**config.mk**
```make
export PLATFORM = sky130hd
export DESIGN_NAME = mux_2_1_arbiter
export DESIGN_NICKNAME = d
export VERILOG_FILES = /design/src/rtl/mux_arb_pkg.sv /design/src/rtl/mux_arb_out_reg.sv /design/src/rtl/mux_2_1_arbiter.sv
export SDC_FILE = /design/constraint.sdc
export NUM_CORES = 1
export LEC_CHECK = 0
export ABC_AREA = 0
export CORE_ASPECT_RATIO = 1.1
export CORE_MARGIN = 3
export CORE_UTILIZATION = 48
export CTS_BUF_LIST = sky130_fd_sc_hd__clkbuf_8 sky130_fd_sc_hd__clkbuf_16
export CTS_CLUSTER_DIAMETER = 80
export CTS_CLUSTER_SIZE = 20
export DETAILED_ROUTE_END_ITERATION = 6
export PLACE_DENSITY = 0.9
export SLEW_MARGIN = 20
export SYNTH_ARGS = -nofsm -noshare
export SYNTH_HDL_FRONTEND = slang
export SYNTH_SLANG_ARGS = --single-unit
export TNS_END_PERCENT = 5
```
**constraint.sdc**
```tcl
create_clock -name clk -period 5.6 [get_ports clk]
set_input_delay 0.84 -clock clk [delete_from_list [all_inputs] [get_ports clk]]
set_output_delay 0.84 -clock clk [all_outputs]
set_load 0.1 [all_outputs]
```
**src/rtl/mux_arb_pkg.sv**
```systemverilog
// Shared types and constants for the 2:1 mux arbiter.
//   arb_state_t : arbiter FSM states
//   req_id_t    : requester identity, used for the round-robin pointer
//   SEL_IN1/2   : encodings of the shared mux select
//   CNT_W       : width of the per-grant beat counter
package mux_arb_pkg;

    typedef enum logic [1:0] {
        IDLE   = 2'd0,
        GRANT1 = 2'd1,
        GRANT2 = 2'd2
    } arb_state_t;

    typedef enum logic [1:0] {
        REQ_ID_1 = 2'd1,
        REQ_ID_2 = 2'd2
    } req_id_t;

    localparam logic SEL_IN1 = 1'b0;
    localparam logic SEL_IN2 = 1'b1;

    localparam int CNT_W = 8;

endpackage

```
**src/rtl/mux_arb_out_reg.sv**
```systemverilog
// One-entry valid/ready output register holding {data, last}.
// Ports:
//   clk, rst_n            : clock, synchronous active-low reset
//   load                  : capture load_data/load_last this cycle
//   load_data, load_last  : beat to capture
//   can_load              : register is empty or draining this cycle
//   out_valid/data/last   : registered beat
//   out_ready             : downstream accepts the beat
module mux_arb_out_reg #(
    parameter int WIDTH = 16
) (
    input  logic             clk,
    input  logic             rst_n,
    input  logic             load,
    input  logic [WIDTH-1:0] load_data,
    input  logic             load_last,
    output logic             can_load,
    output logic             out_valid,
    output logic [WIDTH-1:0] out_data,
    output logic             out_last,
    input  logic             out_ready
);

    logic             valid_q, valid_d;
    logic [WIDTH-1:0] data_q, data_d;
    logic             last_q, last_d;

    // Accepting while the current beat drains keeps one beat per cycle.
    assign can_load = !valid_q || out_ready;

    always_comb begin
        valid_d = valid_q;
        data_d  = data_q;
        last_d  = last_q;
        if (load) begin
            valid_d = 1'b1;
            data_d  = load_data;
            last_d  = load_last;
        end else if (out_ready) begin
            valid_d = 1'b0;
        end
    end

    always_ff @(posedge clk) begin
        if (!rst_n) begin
            valid_q <= 1'b0;
            data_q  <= '0;
            last_q  <= 1'b0;
        end else begin
            valid_q <= valid_d;
            data_q  <= data_d;
            last_q  <= last_d;
        end
    end

    assign out_valid = valid_q;
    assign out_data  = data_q;
    assign out_last  = last_q;

endmodule

```
**src/rtl/mux_2_1_arbiter.sv**
```systemverilog
// Round-robin arbiter/sequencer sharing one 2:1 datapath between two
// valid/ready requesters. Grants are held for a burst (until last, or
// until MAX_BEATS beats while the other side waits).
// Ports:
//   clk, rst_n                      : clock, synchronous active-low reset
//   inX_data/valid/last, inX_ready  : requester X (X = 1, 2)
//   out_data/valid/last, out_ready  : registered output beat
//   sel                             : shared mux select, 0 = in1, 1 = in2
//
// state  | meaning
// IDLE   | no grant; both readies low, sel holds
// GRANT1 | in1 owns the datapath, sel = 0
// GRANT2 | in2 owns the datapath, sel = 1
module mux_2_1_arbiter
    import mux_arb_pkg::*;
#(
    parameter int WIDTH     = 16,
    parameter int MAX_BEATS = 16
) (
    input  logic             clk,
    input  logic             rst_n,
    input  logic [WIDTH-1:0] in1_data,
    input  logic             in1_valid,
    input  logic             in1_last,
    output logic             in1_ready,
    input  logic [WIDTH-1:0] in2_data,
    input  logic             in2_valid,
    input  logic             in2_last,
    output logic             in2_ready,
    output logic [WIDTH-1:0] out_data,
    output logic             out_valid,
    output logic             out_last,
    input  logic             out_ready,
    output logic             sel
);

    localparam logic [CNT_W-1:0] MAX_BEATS_C = CNT_W'(MAX_BEATS);

    arb_state_t       state_q, state_d;
    req_id_t          last_grant_q, last_grant_d;
    logic [CNT_W-1:0] count_q, count_d;
    logic             sel_q, sel_d;

    logic             can_load;
    logic             acc1, acc2, load;
    logic [WIDTH-1:0] load_data;
    logic             load_last;
    logic             own_valid, other_valid;
    logic [CNT_W-1:0] count_inc;
    logic             release_grant;

    assign in1_ready = (state_q == GRANT1) && can_load;
    assign in2_ready = (state_q == GRANT2) && can_load;

    assign acc1      = in1_valid && in1_ready;
    assign acc2      = in2_valid && in2_ready;
    assign load      = acc1 || acc2;
    assign load_data = acc2 ? in2_data : in1_data;
    assign load_last = acc2 ? in2_last : in1_last;

    assign own_valid   = (state_q == GRANT2) ? in2_valid : in1_valid;
    assign other_valid = (state_q == GRANT2) ? in1_valid : in2_valid;
    assign count_inc   = count_q + CNT_W'(1);

    // The beat limit only forces a handover when the other side is waiting.
    assign release_grant = load_last || ((count_inc == MAX_BEATS_C) && other_valid);

    always_comb begin
        state_d      = state_q;
        last_grant_d = last_grant_q;
        count_d      = count_q;
        sel_d        = sel_q;
        unique case (state_q)
            IDLE: begin
                if (in1_valid && (!in2_valid || last_grant_q == REQ_ID_2)) begin
                    state_d = GRANT1;
                    sel_d   = SEL_IN1;
                    count_d = '0;
                end else if (in2_valid) begin
                    state_d = GRANT2;
                    sel_d   = SEL_IN2;
                    count_d = '0;
                end
            end
            GRANT1, GRANT2: begin
                if (load) begin
                    if (release_grant) begin
                        last_grant_d = (state_q == GRANT2) ? REQ_ID_2 : REQ_ID_1;
                        count_d      = '0;
                        if (other_valid) begin
                            state_d = (state_q == GRANT2) ? GRANT1 : GRANT2;
                            sel_d   = (state_q == GRANT2) ? SEL_IN1 : SEL_IN2;
                        end else if (own_valid) begin
                            state_d = state_q;
                        end else begin
                            state_d = IDLE;
                        end
                    end else begin
                        count_d = count_inc;
                    end
                end
            end
            default: begin
                state_d = IDLE;
            end
        endcase
    end

    always_ff @(posedge clk) begin
        if (!rst_n) begin
            state_q      <= IDLE;
            last_grant_q <= REQ_ID_2;
            count_q      <= '0;
            sel_q        <= SEL_IN1;
        end else begin
            state_q      <= state_d;
            last_grant_q <= last_grant_d;
            count_q      <= count_d;
            sel_q        <= sel_d;
        end
    end

    assign sel = sel_q;

    mux_arb_out_reg #(
        .WIDTH (WIDTH)
    ) u_out_reg (
        .clk       (clk),
        .rst_n     (rst_n),
        .load      (load),
        .load_data (load_data),
        .load_last (load_last),
        .can_load  (can_load),
        .out_valid (out_valid),
        .out_data  (out_data),
        .out_last  (out_last),
        .out_ready (out_ready)
    );

endmodule

```
After elaboration in Yosys (flattened, before gate mapping)
Index checks and enable logic that the tools add are counted.

Register bits after elaboration: 31. Input bits: 39. Output and inout bits: 21.

$add $sub $neg: 1. Equal/unequal tests: 9. Multiplexer cells: 27. Reductions and logical operators: 20.

Operator list (number): 8-bit 2-to-1 mux (4); 16-bit 2-to-1 mux (1); 2-bit 2-to-1 mux (8); 8-bit case mux with 2 select lines (1); 1-bit 2-to-1 mux (11); 8-bit by 1-bit adder with 8-bit output (second input constant) (1); 8-bit by 5-bit equality test with 1-bit output (second input constant) (1); 1-bit logical AND (6); 2-bit inequality test (second input constant) (3); 3-bit inequality test (second input constant) (2); 3-bit AND reduction (2); 5-bit AND reduction (1); 2-bit equality test (second input constant) (2); 1-bit logical OR (4); 2-bit case mux with 2 select lines (1); 4-bit AND reduction (1); 2-bit nonzero test (2); 2-bit by 1-bit equality test with 1-bit output (second input constant) (1); 1-bit zero test (2); 2-bit zero test (1); 1-bit case mux with 2 select lines (1); 2-bit OR reduction (1).

Logic depth before layout (Yosys ltp)
Gate-level depths: netlist of the first run.

Depth after elaboration: 9. Mapped depth: 10. Depth with buffers taken out: 8.

Hierarchy
Synthesis of the first run repeated with hierarchy kept, for this count alone.

Cells, all modules: 184. Area total of the unflattened synthesis: 1844.3 um2.

Modules (own cells, without submodules): mux_2_1_arbiter (times used 1, cells each 126, area each 1154.9 um2, seq. area each 260.2 um2); mux_arb_out_reg (times used 1, cells each 58, area each 689.4 um2, seq. area each 360.3 um2).

Worst setup path before layout of the first run
OpenSTA, ideal clock, no wires.

Path type: register to output. Start: reg u_out_reg.valid_q (netlist: u_out_reg.out_valid). End: out in2_ready. Arrival time: 2.229 ns. Required time: 4.760 ns. Path slack: 2.531 ns. Stages on the path, launching flop included: 3. Buffers on the path: 0. Cell sequence: dfxtp_1 -> nor2b_1 -> nor2_1.

Longest elaborated chain between the ends: 3.

Ends and longest elaborated chain: start, declared (RTL line mux_arb_out_reg.sv:24) `logic valid_q, valid_d;`; start signal, assigned (RTL line mux_arb_out_reg.sv:50) `valid_q <= valid_d;`; 1-bit zero test (RTL line mux_arb_out_reg.sv:29) `assign can_load = !valid_q || out_ready;`; 1-bit logical OR (RTL line mux_arb_out_reg.sv:29); 1-bit logical AND (RTL line mux_2_1_arbiter.sv:53) `assign in2_ready = (state_q == GRANT2) && can_load;`; end, declared (RTL line mux_2_1_arbiter.sv:29) `output logic in2_ready,`.

Every way passes these cells.

Final worst setup path of the first run
Start: in out_ready. End: out in1_ready.

Longest elaborated chain between the ends: 2.

Ends and longest elaborated chain: start, declared (RTL line mux_2_1_arbiter.sv:33) `input logic out_ready,`; 1-bit logical OR (RTL line mux_arb_out_reg.sv:29); 1-bit logical AND (RTL line mux_2_1_arbiter.sv:52) `assign in1_ready = (state_q == GRANT1) && can_load;`; end, declared (RTL line mux_2_1_arbiter.sv:25) `output logic in1_ready,`.

Every way passes these cells.

==> flow_results.org, run 1 <==
** Finish
- The multi-input combinational cells in the finished layout cover a total of 0.00101 mm^2.
- Number of filler instances in the final layout :: 265
- Proportion of layout cells with a drive suffix above 1 :: 9.47%
- Registers take 621 um^2.
- Summing all non-filler instances in the final layout gives an area of 0.00240 mm^2.
- Number of non-filler instances in the completed layout :: 291
- At the end of the flow, the number of nets in the layout was 287.
- Relative area change from synthesis to final layout :: 39.0%
- Util after Layout :: 71.0%
- The repair_antennas step left the layout with diodes totalling 0.

** Clock network
- The cell sitting at the root of the clock tree is a clkbuf_8.
- Htree depth :: 2
- Number of gates resized after CTS :: 0
- Clock-pin slew was measured on the worst setup and hold paths at 0.07 ns.
- Once the clock tree was built, the setup fixing pass inserted 0 buffers.
- Clk_lat worst skew :: 0.28 ns
- Total clock sinks :: 31
- TritonCTS built the clock tree.
- Hold buffer count at cts :: 0
- In this run the deepest clock path goes through 2 buffers.
- Number of buffers added by the clock tree synthesis step :: 5

** Synth
- Yosys top cell area share :: 35.9%
- In the synthesized netlist, the number of instances is 186.
- Top cells by instance count after synthesis :: nand2_1 (32), dfxtp_1 (31), mux2i_1 (21), o211a_1 (17), nor2_1 (9)
- When the netlist entered floorplanning its net count stood at 230.
- The share of the Yosys chip area taken by registers is 35.9%.
- By instance count, the leading cell after synthesis is nand2_1.
- In this run, synthesis inferred 0 flip-flops with an integrated enable.
- After synthesis the cells add up to 0.00173 mm^2.
- After synthesis, the share of flip-flops with an asynchronous set or reset is 0%.
- Leading area contributor after synthesis :: dfxtp_1
- Post-synthesis average cell area :: 9.30 um^2
- The synthesized design contains 31 register bits.
- Yosys printed 0 warnings.
- Synth top area cells :: dfxtp_1 (36%), mux2i_1 (12%), o211a_1 (9.8%)
- Netlist cell types :: 41
- Post-synth top flop :: dfxtp_1

** Routing
- After detailed routing, the number of remaining DRC violations is 0.
- In this run the remaining antenna-violating nets after routing total 0.
- Number of iterations in the first detailed-routing pass :: 4
- DR iter-0 viols :: 83
- The routed layout has 1532 vias.
- Vias/cell :: 5.26
- Average detailed-routed wire length per instance :: 13.3 um
- Total wirelength of the detailed-routed design :: 3860 um

** STA
- Between clock sinks in the finished design, the worst skew comes to 0.00780 ns.
- Slew at the pin closest to its max-slew limit :: 1.00 ns
- Setup violations remaining at the end of the flow were counted as 0.
- Tmin final :: 3.65 ns
- Based on the critical path, the design can be clocked at up to 274 MHz.
- Final period util :: 65.1%
- Setup_tns :: 0 ns
- In the post-route analysis, the smallest setup slack over all paths is 1.95 ns.
- Worst relative slew slack :: 32.8%
- Setup repair after global routing missed its margin :: no
- The final max-slew violation count was 0.
- Number of failing hold endpoints at the final stage :: 0

** Power and ir drop
- NetSw :: 0.719 mW
- Switching portion of total power :: 53.6%
- The internal portion of the total power is 0.622 mW.
- Total power density per cell area :: 558 mW/mm^2
- Combinational logic is responsible for 63.4% of the overall power.
- For this design the static power due to leakage is 1.08 nW.
- Of the total power, the clock network draws 13.3%.
- IR analysis of the VDD net gives a maximum drop of 0.384 mV.
- Proportion of power drawn by flip-flops and latches :: 23.3%

** Worst setup path
- STA puts the critical path data arrival time at 2.81 ns.
- Along the worst path, the maximum fanout reaches 4.
- By startpoint and endpoint, the worst setup path is classified as input pin to output port.
- The critical path contains buffers and inverters numbering 2 combined.
- End point of the critical path :: in1_ready
- For flop-to-flop paths, the worst setup slack is 2.98 ns.
- The worst setup path is launched from an input pin.
- The cell that appears most often on the critical path is clkdlybuf4s50_1.
- Total number of cells along the worst setup path :: 4
- Cell-by-cell listing of the critical path :: clkdlybuf4s50_1, nand2b_1, and2_1, clkdlybuf4s50_1
- Capturing point of the worst reg2reg path :: count_q[6]$_SDFFE_PN0P_
- Family with the most delay on the worst path :: buffers and inverters
- Counting cells, the worst reg-to-reg path comes to 8.
- Maximum cell stage delay along the critical path :: 1.13 ns
- Critical register-to-register path startpoint :: state_q[0]$_SDFFE_PN0P_
- Tracing the worst setup path back leads to its startpoint at out_ready.
- Category of the worst setup path capture point :: output port
- Data required time at the worst endpoint :: 4.76 ns
- CP max stage cell :: clkdlybuf4s50_1

** Placement
- Input and output buffers added on the ports amount to 59.
- The wire-length estimate of the detail-placed layout is 2910 um.
- Counting tap cells, the placed design contains a total of 284 instances.
- Cell Area, Placed :: 0.00232 mm^2
- Timing analysis after detailed placement gives a worst setup slack of 1.95 ns.
- Final weighted congestion of routability-driven global placement :: 0.834

** GRT
- Total congestion overflow after global routing :: 0
- Vias in the first global route :: 1434
- Initial antenna violation count :: 0
- GRT Total Usage :: 18.7%
- Global-route wire length before repair :: 6350 um
- Maximum number of pins on one net before global-route repair :: 36

** Floorplanning
- After floorplanning, the core was divided into 22 placement rows.
- Once the floorplan was initialized, standard cells occupied 51.1% of the core.
- Die height :: 69.0 um
- Die area :: 0.00436 mm^2
- The die is 63.2 um wide.
- Core Box Area :: 0.00339 mm^2
- Ports placed on the boundary :: 60

** Hold path
- Hold WC Path Type :: register to register
- Worst Min Path Start :: last_grant_q[0]$_SDFFE_PN0P_

** Flow run
- Max-Cap Viols :: 0

** Status
- The run finished with clean final reports.
-- per-layer routing --
| layer | routed length, um | global-route usage, % |
|---|---|---|
| met3 | 488 | 11.5 |
| met4 | 48 | 5.93 |
| met2 | 1790 | 30.7 |
| met1 | 1530 | 20.3 |
| met5 | 0 | 0 |
-- placed cells by master, fill, tap and decap left out, drive strengths merged, types with 2 or more instances in the layout --
cell type,count
ha,5
nand2,32
a211o,2
nand2b,2
clkdlybuf4s50,59
nand3,4
a21boi,2
mux2i,21
or2b,3
xor2,6
o21ai,7
inv,6
nand4,7
clkbuf,6
nor2,10
and3,2
nor2b,2
a21oi,3
dfxtp,31
o211a,17
and2,3
-- registers in the layout (all words and copies together), names as in the netlist --
signal and cells:
count_q 8, last_grant_q 2, sel 1, state_q 2
u_out_reg.out_data 16, u_out_reg.out_last 1, u_out_reg.out_valid 1
-- logic make-up (layout without fill, tap and decap cells) --
logic type | count (synthesis) | after routing | synth area share [%]
multiplexers | 21 | 21 | 12.2
buffers and inverters | 16 | 73 | 5.43
adder cells (fa/ha/maj) | 5 | 5 | 3.62
AND/OR/NAND/NOR | 69 | 69 | 21.1
AO/OA/AOI/OAI | 38 | 38 | 18.8
XOR/XNOR | 6 | 6 | 3.04
flip-flops | 31 | 31 | 35.9
-- stage by stage --
stage / hold WS [ns] / power [mW]
floorplan: 0.433 / 0.992
global placement: 0.448 / 1.16
detailed placement: 0.452 / 1.17
CTS: 0.461 / 1.35
global route: 0.480 / 1.41
finish: 0.459 / 1.34
-- worst register-to-register path, delay by kind of cell, from the launching register on --
kind            cells  cell delay, ns
simple gates        4            1.05
compound gates      1            0.39
fa+ha+maj           1            0.36
flops               1            0.34
mux                 1            0.25
buf+inv             1            0.09
-- final cells by class --
class,instances,share of cell area (%)
sequential,31,25.8
clock inverter,1,0.208
multi-input combinational,139,42.2
inverter,6,0.937
tap,48,2.50
clock buffer,6,3.44
timing repair buffer,60,24.9
-- power groups by stage --
stage	Combinational (mW)	Clock (mW)	Sequential (mW)
3_3_place_gp	0.841	0	0.315
3_5_place_dp	0.850	0	0.317
5_1_grt	0.901	0.191	0.320
4_1_cts	0.853	0.181	0.313
6_report	0.850	0.178	0.312
2_1_floorplan	0.346	0	0.646
-- worst min path at each step --
| stage | slack (ns) | endpoint | depth (start not counted) |
|---|---|---|---|
| after floorplan | 0.43 | last_grant_q[1]$_SDFFE_PN1P_ | 2 |
| after global placement | 0.45 | last_grant_q[0]$_SDFFE_PN0P_ | 2 |
| after detailed placement | 0.45 | last_grant_q[0]$_SDFFE_PN0P_ | 2 |
| after CTS | 0.46 | last_grant_q[0]$_SDFFE_PN0P_ | 2 |
| after global routing | 0.48 | last_grant_q[0]$_SDFFE_PN0P_ | 2 |
| final | 0.46 | last_grant_q[0]$_SDFFE_PN0P_ | 2 |
No activity file was read; power rests on OpenSTA's default activity.
==> inputs of run 2 (changes only) <==
--- a/config.mk
+++ b/config.mk
@@ -8,12 +8,12 @@
 export ABC_AREA = 0
 export CORE_ASPECT_RATIO = 1.1
 export CORE_MARGIN = 3
-export CORE_UTILIZATION = 48
+export CORE_UTILIZATION = 41
 export CTS_BUF_LIST = sky130_fd_sc_hd__clkbuf_8 sky130_fd_sc_hd__clkbuf_16
 export CTS_CLUSTER_DIAMETER = 80
 export CTS_CLUSTER_SIZE = 20
 export DETAILED_ROUTE_END_ITERATION = 6
-export PLACE_DENSITY = 0.9
+export PLACE_DENSITY = 0.83
 export SLEW_MARGIN = 20
 export SYNTH_ARGS = -nofsm -noshare
 export SYNTH_HDL_FRONTEND = slang
==> constraint.sdc (replaced) <==
create_clock -name clk -period 3.34 [get_ports clk]
set_input_delay 0.501 -clock clk [delete_from_list [all_inputs] [get_ports clk]]
set_output_delay 0.501 -clock clk [all_outputs]
set_load 0.1 [all_outputs]
==> flow_results.org, run 2 (synthesized netlist as in run 1, its figures left out) <==
** Status
- The run finished with clean final reports.

** Worst setup path
- Of all nets on the critical path, the largest fanout is 8.
- The worst setup path is launched from a register.
- Worst Path Class, Setup :: register to register
- Category of the worst setup path capture point :: register
- Maximum cell stage delay along the critical path :: 0.52 ns
- The signal on the critical path passes through inv_1, ha_1, mux2i_1, nor4_2, nand4_2, a2bb2oi_2, or4b_1, a21boi_1.
- CP max stage cell :: or4b_1
- Worst endpoint data arrival time :: 2.50 ns
- At the worst endpoint, the required time is 3.55 ns.

** Flow run
- Max-cap violations in this run came to 0.

** Floorplanning
- The core region is 0.00402 mm^2.
- Ports placed on the boundary :: 60
- Die area :: 0.00503 mm^2
- The floorplan step set the die height to 74.1 um.
- The floorplan has 24 rows.
- Die extent in x :: 67.9 um
- Starting Density :: 43.0%

** Routing
- Wires add up to 3850 um.
- Vias/cell :: 5.24
- After the first detailed-routing iteration, the DRC count stood at 98.
- Before antenna repair, the detailed router went through 5 iterations.
- In this run the remaining antenna-violating nets after routing total 0.
- The detailed router placed 1563 vias in this run.
- Average detailed-routed wire length per instance :: 12.9 um
- DRC :: 0

** Placement
- The placed instances occupy a cell area of 0.00234 mm^2.
- Estimated wirelength of the detail-placed design :: 2860 um
- At the end of routability-driven placement, the weighted congestion stood at 0.833.
- In this run the tool buffered the top-level ports with 59 buffer cells.

** Clock network
- Clk_lat worst skew :: 0.28 ns
- In this run, post-CTS repair resized a total of 0 instances.
- TritonCTS built the clock tree.
- The H-tree generated during clock tree synthesis spans 2 levels.
- The number of setup buffers added after CTS is 0.
- Hold buffer count at cts :: 0
- Clock slew at the register clock pins of the worst setup and hold paths :: 0.06 ns
- Clock root buffer :: clkbuf_8
- The tree built by TritonCTS fans out to 31 sinks.
- Number of buffers added by the clock tree synthesis step :: 5
- Number of buffers on the longest clock path :: 2

** STA
- Worst Clk Skew :: 0.00373 ns
- For the pin with the worst max-slew slack, the measured transition is 0.999 ns.
- Max Freq :: 438 MHz
- Tmin final :: 2.28 ns
- Setup total negative slack on the finished layout was measured at 0 ns.
- Setup repair after global routing missed its margin :: no
- Total count of max-transition violations in the final report :: 0
- Number of failing hold endpoints at the final stage :: 0
- Count of endpoints failing setup in the final report :: 0
- Worst relative slew slack :: 33.2%
- After layout, the worst path uses 68.3% of the clock period.

** Finish
- Number of filler instances in the final layout :: 363
- Of the cells placed in the final design, the portion with a size suffix greater than 1 is 11.4%.
- Leading cell type in the layout, fill and taps excluded :: clkdlybuf4s50_1
- Area used by sequential logic in the layout :: 621 um^2
- Leaving out fill and tap cells, the most frequent cells in the layout are clkdlybuf4s50_1 (57), nand2_1 (32), dfxtp_1 (31), mux2i_1 (21), o211a_1 (17).
- Final standard cell area without fillers :: 0.00243 mm^2
- Multi-input gate area in the final layout :: 0.00101 mm^2
- Number of flip-flops under the largest register name :: 16
- Final layout net count :: 290
- Relative area change from synthesis to final layout :: 40.3%
- The number of antenna diodes in the final layout is 0.

** Power and ir drop
- IR analysis of the VDD net gives a maximum drop of 0.595 mV.
- Summed over all cells, the static leakage comes to 1.10 nW.
- Total power density per cell area :: 932 mW/mm^2

** GRT
- For this run the aggregate overflow at the end of global routing stands at 0.
- Initial antenna violation count :: 0
- Entering global routing, the biggest net connects 36 pins.
- Global routing consumed, over all layers together, 16.8% of the routing resources.
- The first global-routing pass estimated 6350 um of wire.
- The via count of the first global-routing pass was 1469.

** Hold path
- Hold WC Path Type :: register to register
-- run 2: where the power goes --
| part | total, mW | internal [mW] | switching (mW) |
|---|---|---|---|
| Combinational | 1.44 | 0.427 | 1.01 |
| Clock | 0.293 | 0.161 | 0.132 |
| Sequential | 0.526 | 0.467 | 0.0588 |
| Total | 2.26 | 1.06 | 1.21 |
-- run 2: worst max-delay path, delay by kind of cell, from the launching register on --
| family | cells | cell delay, ns |
|---|---|---|
| adders and majority gates | 1 | 0.31 |
| AOI/OAI and AO/OA | 2 | 0.38 |
| muxes | 1 | 0.17 |
| DFF | 1 | 0.38 |
| buffers and inverters | 1 | 0.08 |
| and+or+nand+nor | 3 | 0.88 |
-- run 2: worst paths after layout --
path,startpoint,end,cells after the start,slack [ns]
worst max-delay path,state_q[0]$_SDFFE_PN0P_,state_q[0]$_SDFFE_PN0P_,8,1.06
worst min-delay path,last_grant_q[0]$_SDFFE_PN0P_,last_grant_q[0]$_SDFFE_PN0P_,2,0.47
worst max register to register,state_q[0]$_SDFFE_PN0P_,state_q[0]$_SDFFE_PN0P_,8,1.06
worst min register to register,last_grant_q[0]$_SDFFE_PN0P_,last_grant_q[0]$_SDFFE_PN0P_,2,0.47
-- run 2: final cells by class --
| cell class | count | area share, % |
|---|---|---|
| clock buffer | 6 | 3.40 |
| inverter | 6 | 0.928 |
| clock inverter | 1 | 0.206 |
| tap | 52 | 2.68 |
| sequential | 31 | 25.6 |
| timing repair buffer | 63 | 25.4 |
| multi-input combinational | 139 | 41.8 |
-- run 2: routing by layer --
metal  GRT usage (%)  part of all wire [%]  vias to the layer above
li1                -                     -                      777
met1            19.6                    43                      701
met2            25.4                    43                       79
met3            10.7                    13                        6
met4            4.64                   1.1                        0
met5               0                     0                        -
-- run 2: stage by stage --
step | utilization, % | hold slack (ns) | worst slack [ns] | cells | power (mW)
after floorplan | - | 0.433 | 0.610 | 186 | 1.66
after global placement | 58.1 | 0.451 | 0.834 | 291 | 1.96
after detailed placement | 58.1 | 0.460 | 0.804 | 291 | 1.97
after CTS | 60.3 | 0.471 | 1.05 | 298 | 2.27
after global routing | 60.3 | 0.517 | 0.879 | 298 | 2.39
final | 60.3 | 0.465 | 1.06 | 298 | 2.26
==> edit, RTL diff (flow settings as in run 2) <==
`CNT_W`: 8 -> 9.
--- a/src/rtl/mux_arb_pkg.sv
+++ b/src/rtl/mux_arb_pkg.sv
@@ -21,3 +21,3 @@
 
-    localparam int CNT_W = 8;
+    localparam int CNT_W = 9;
 
Formal check against the unedited RTL: same outputs for any inputs over 10 cycles, from zero or initial values and one cycle with rst_n low; that may be too few to reach the edited logic, so the function may still have changed.
==> edit against run 2 <==
  * Power down 4.5%
  * Highest routed layer unchanged
  * Wire length up 6.4%
  * Worst setup slack lost 78 ps
  * Sequential cell count up 1
  * Count of clock-buffer cells in the layout stayed put
  * Cell area rose by 4.8%
  * Final cell count unchanged
  * Synthesized area rose by 6.3%
  * Synthesized cell count increased by 0.54%
  * Non-clock buffer count shrank 1
  * First-iteration DRC count down 50%
==> edit: results (changes against run 2) <==
[synthesis]
ys_seq_area_frac = 0.349  ; -0.0104
synth.top_cells.by_count = dfxtp_1, nand2_1, mux2i_1
synthDistinctLibCells = 41  ; unchanged
synthTopCellsByArea = dfxtp_1, mux2i_1, o211a_1
ys_warn_count = 0  ; unchanged
synth_nets = 231  ; +0.43%
synthArstFlopShare = 0  ; unchanged
synth_cells = 187  ; +0.54%

[placed_design]
place_congestion = 0.842  ; +1.1%
place_ws_ps = 668  ; -136 ps
dpl_cell_area_um2 = 2450  ; +4.9%
dpl.cell_count = 290  ; -0.34%
dp.final_hpwl_um = 3050  ; +6.6%

[cells_and_area]
final_nets = 289  ; -0.34%
diodes = 0  ; unchanged
fill_cells = 359  ; -1.1%
drive_gt1_frac = 0.142  ; +0.0285

[route]
finalWirelength_um = 4090  ; +6.4%
via_per_inst = 5.12  ; -2.4%
first_pass_iters = 4  ; -1
drt_iter0_drc = 49  ; -50%

[critical_path]
max_stage_delay_ps = 580  ; +60 ps
setup.worst_path.start = in2_valid
cp.arrival_ps = 2520  ; +20 ps
critical-path-top-delay-family = compound AO/OA/AOI/OAI gates
slowest_stage = clkdlybuf4s50_1
cp_max_fo = 10  ; +2

[clocking]
post_cts_resized = 0  ; unchanged
clk_pin_slew_ps = 70
cts_root_buffer = clkbuf_8
clk_latency_ps = 280  ; about the same

[grt]
grt_pass1_wl_um = 6830  ; +7.5%
grt_use_total = 0.160  ; -0.00801
grt_pass1_vias = 1533  ; +4.4%

[worst_hold_path]
min-delay-start = sel

[power_and_ir_drop]
power.static_leakage_nw = 1.08  ; -1.2%
peakVddDrop_mv = 0.565  ; -5.2%

[sta]
tightest_slew_ps = 1010  ; +12.6 ps
skew_ps = 5.87  ; +2.13 ps

[status]
status = completed

==> edit: power by group <==
group	internal, W	leakage, nW	switching, W	total (W)
clock	0.000162	0.0538	0.000136	0.000298
combinational	0.000370	0.770	0.000950	0.00132
sequential	0.000482	0.261	0.0000604	0.000542
total	0.00101	1.08	0.00115	0.00216
==> edit: final timing paths <==
path	end	slack (ps)	cells past startpoint
max	count_q[0]	980	6
min	sel	460	2
max reg2reg	count_q[0]	1040	7
min reg2reg	sel	460	2
==> edit: layer usage <==
metal	up-vias	share of wire	GRT usage
li1	779	-	-
met1	703	0.44	0.177
met2	38	0.48	0.271
met3	5	0.063	0.0594
met4	0	0.017	0.0690
met5	-	0	0
==> edit: area by class of cell <==
type | instances | area, µm² | area share
multi-input combinational | 138 | 1120 | 0.439
clock inverter | 2 | 7.51 | 0.00295
timing repair buffer | 62 | 608 | 0.239
sequential | 32 | 641 | 0.252
inverter | 6 | 22.5 | 0.00885
clock buffer | 6 | 82.6 | 0.0325
tap | 52 | 65.1 | 0.0256
==> edit: through the flow <==
step | total power [W] | hold WS (ps)
2_1_floorplan | 0.00158 | 443
3_3_place_gp | 0.00186 | 446
3_5_place_dp | 0.00187 | 458
4_1_cts | 0.00218 | 467
5_1_grt | 0.00226 | 494
6_report | 0.00216 | 465
==> edit: logic make-up (layout without fill, tap and decap cells) <==
family                     Yosys count  count (layout)  synth area share
AOI/OAI and AO/OA                   35              35             0.194
xor gates and xnor gates             8               8            0.0381
adders and majority gates            5               5            0.0340
buffers and inverters               17              76            0.0456
DFF                                 32              32             0.349
muxes                               24              24             0.133
and+or+nand+nor                     66              66             0.207
==> edit: worst min-delay path: cells and delay by family (launching register included) <==
| kind | cells | cell delay, ps |
|---|---|---|
| flops | 1 | 310 |
| mux | 1 | 60 |
| simple gates | 1 | 50 |
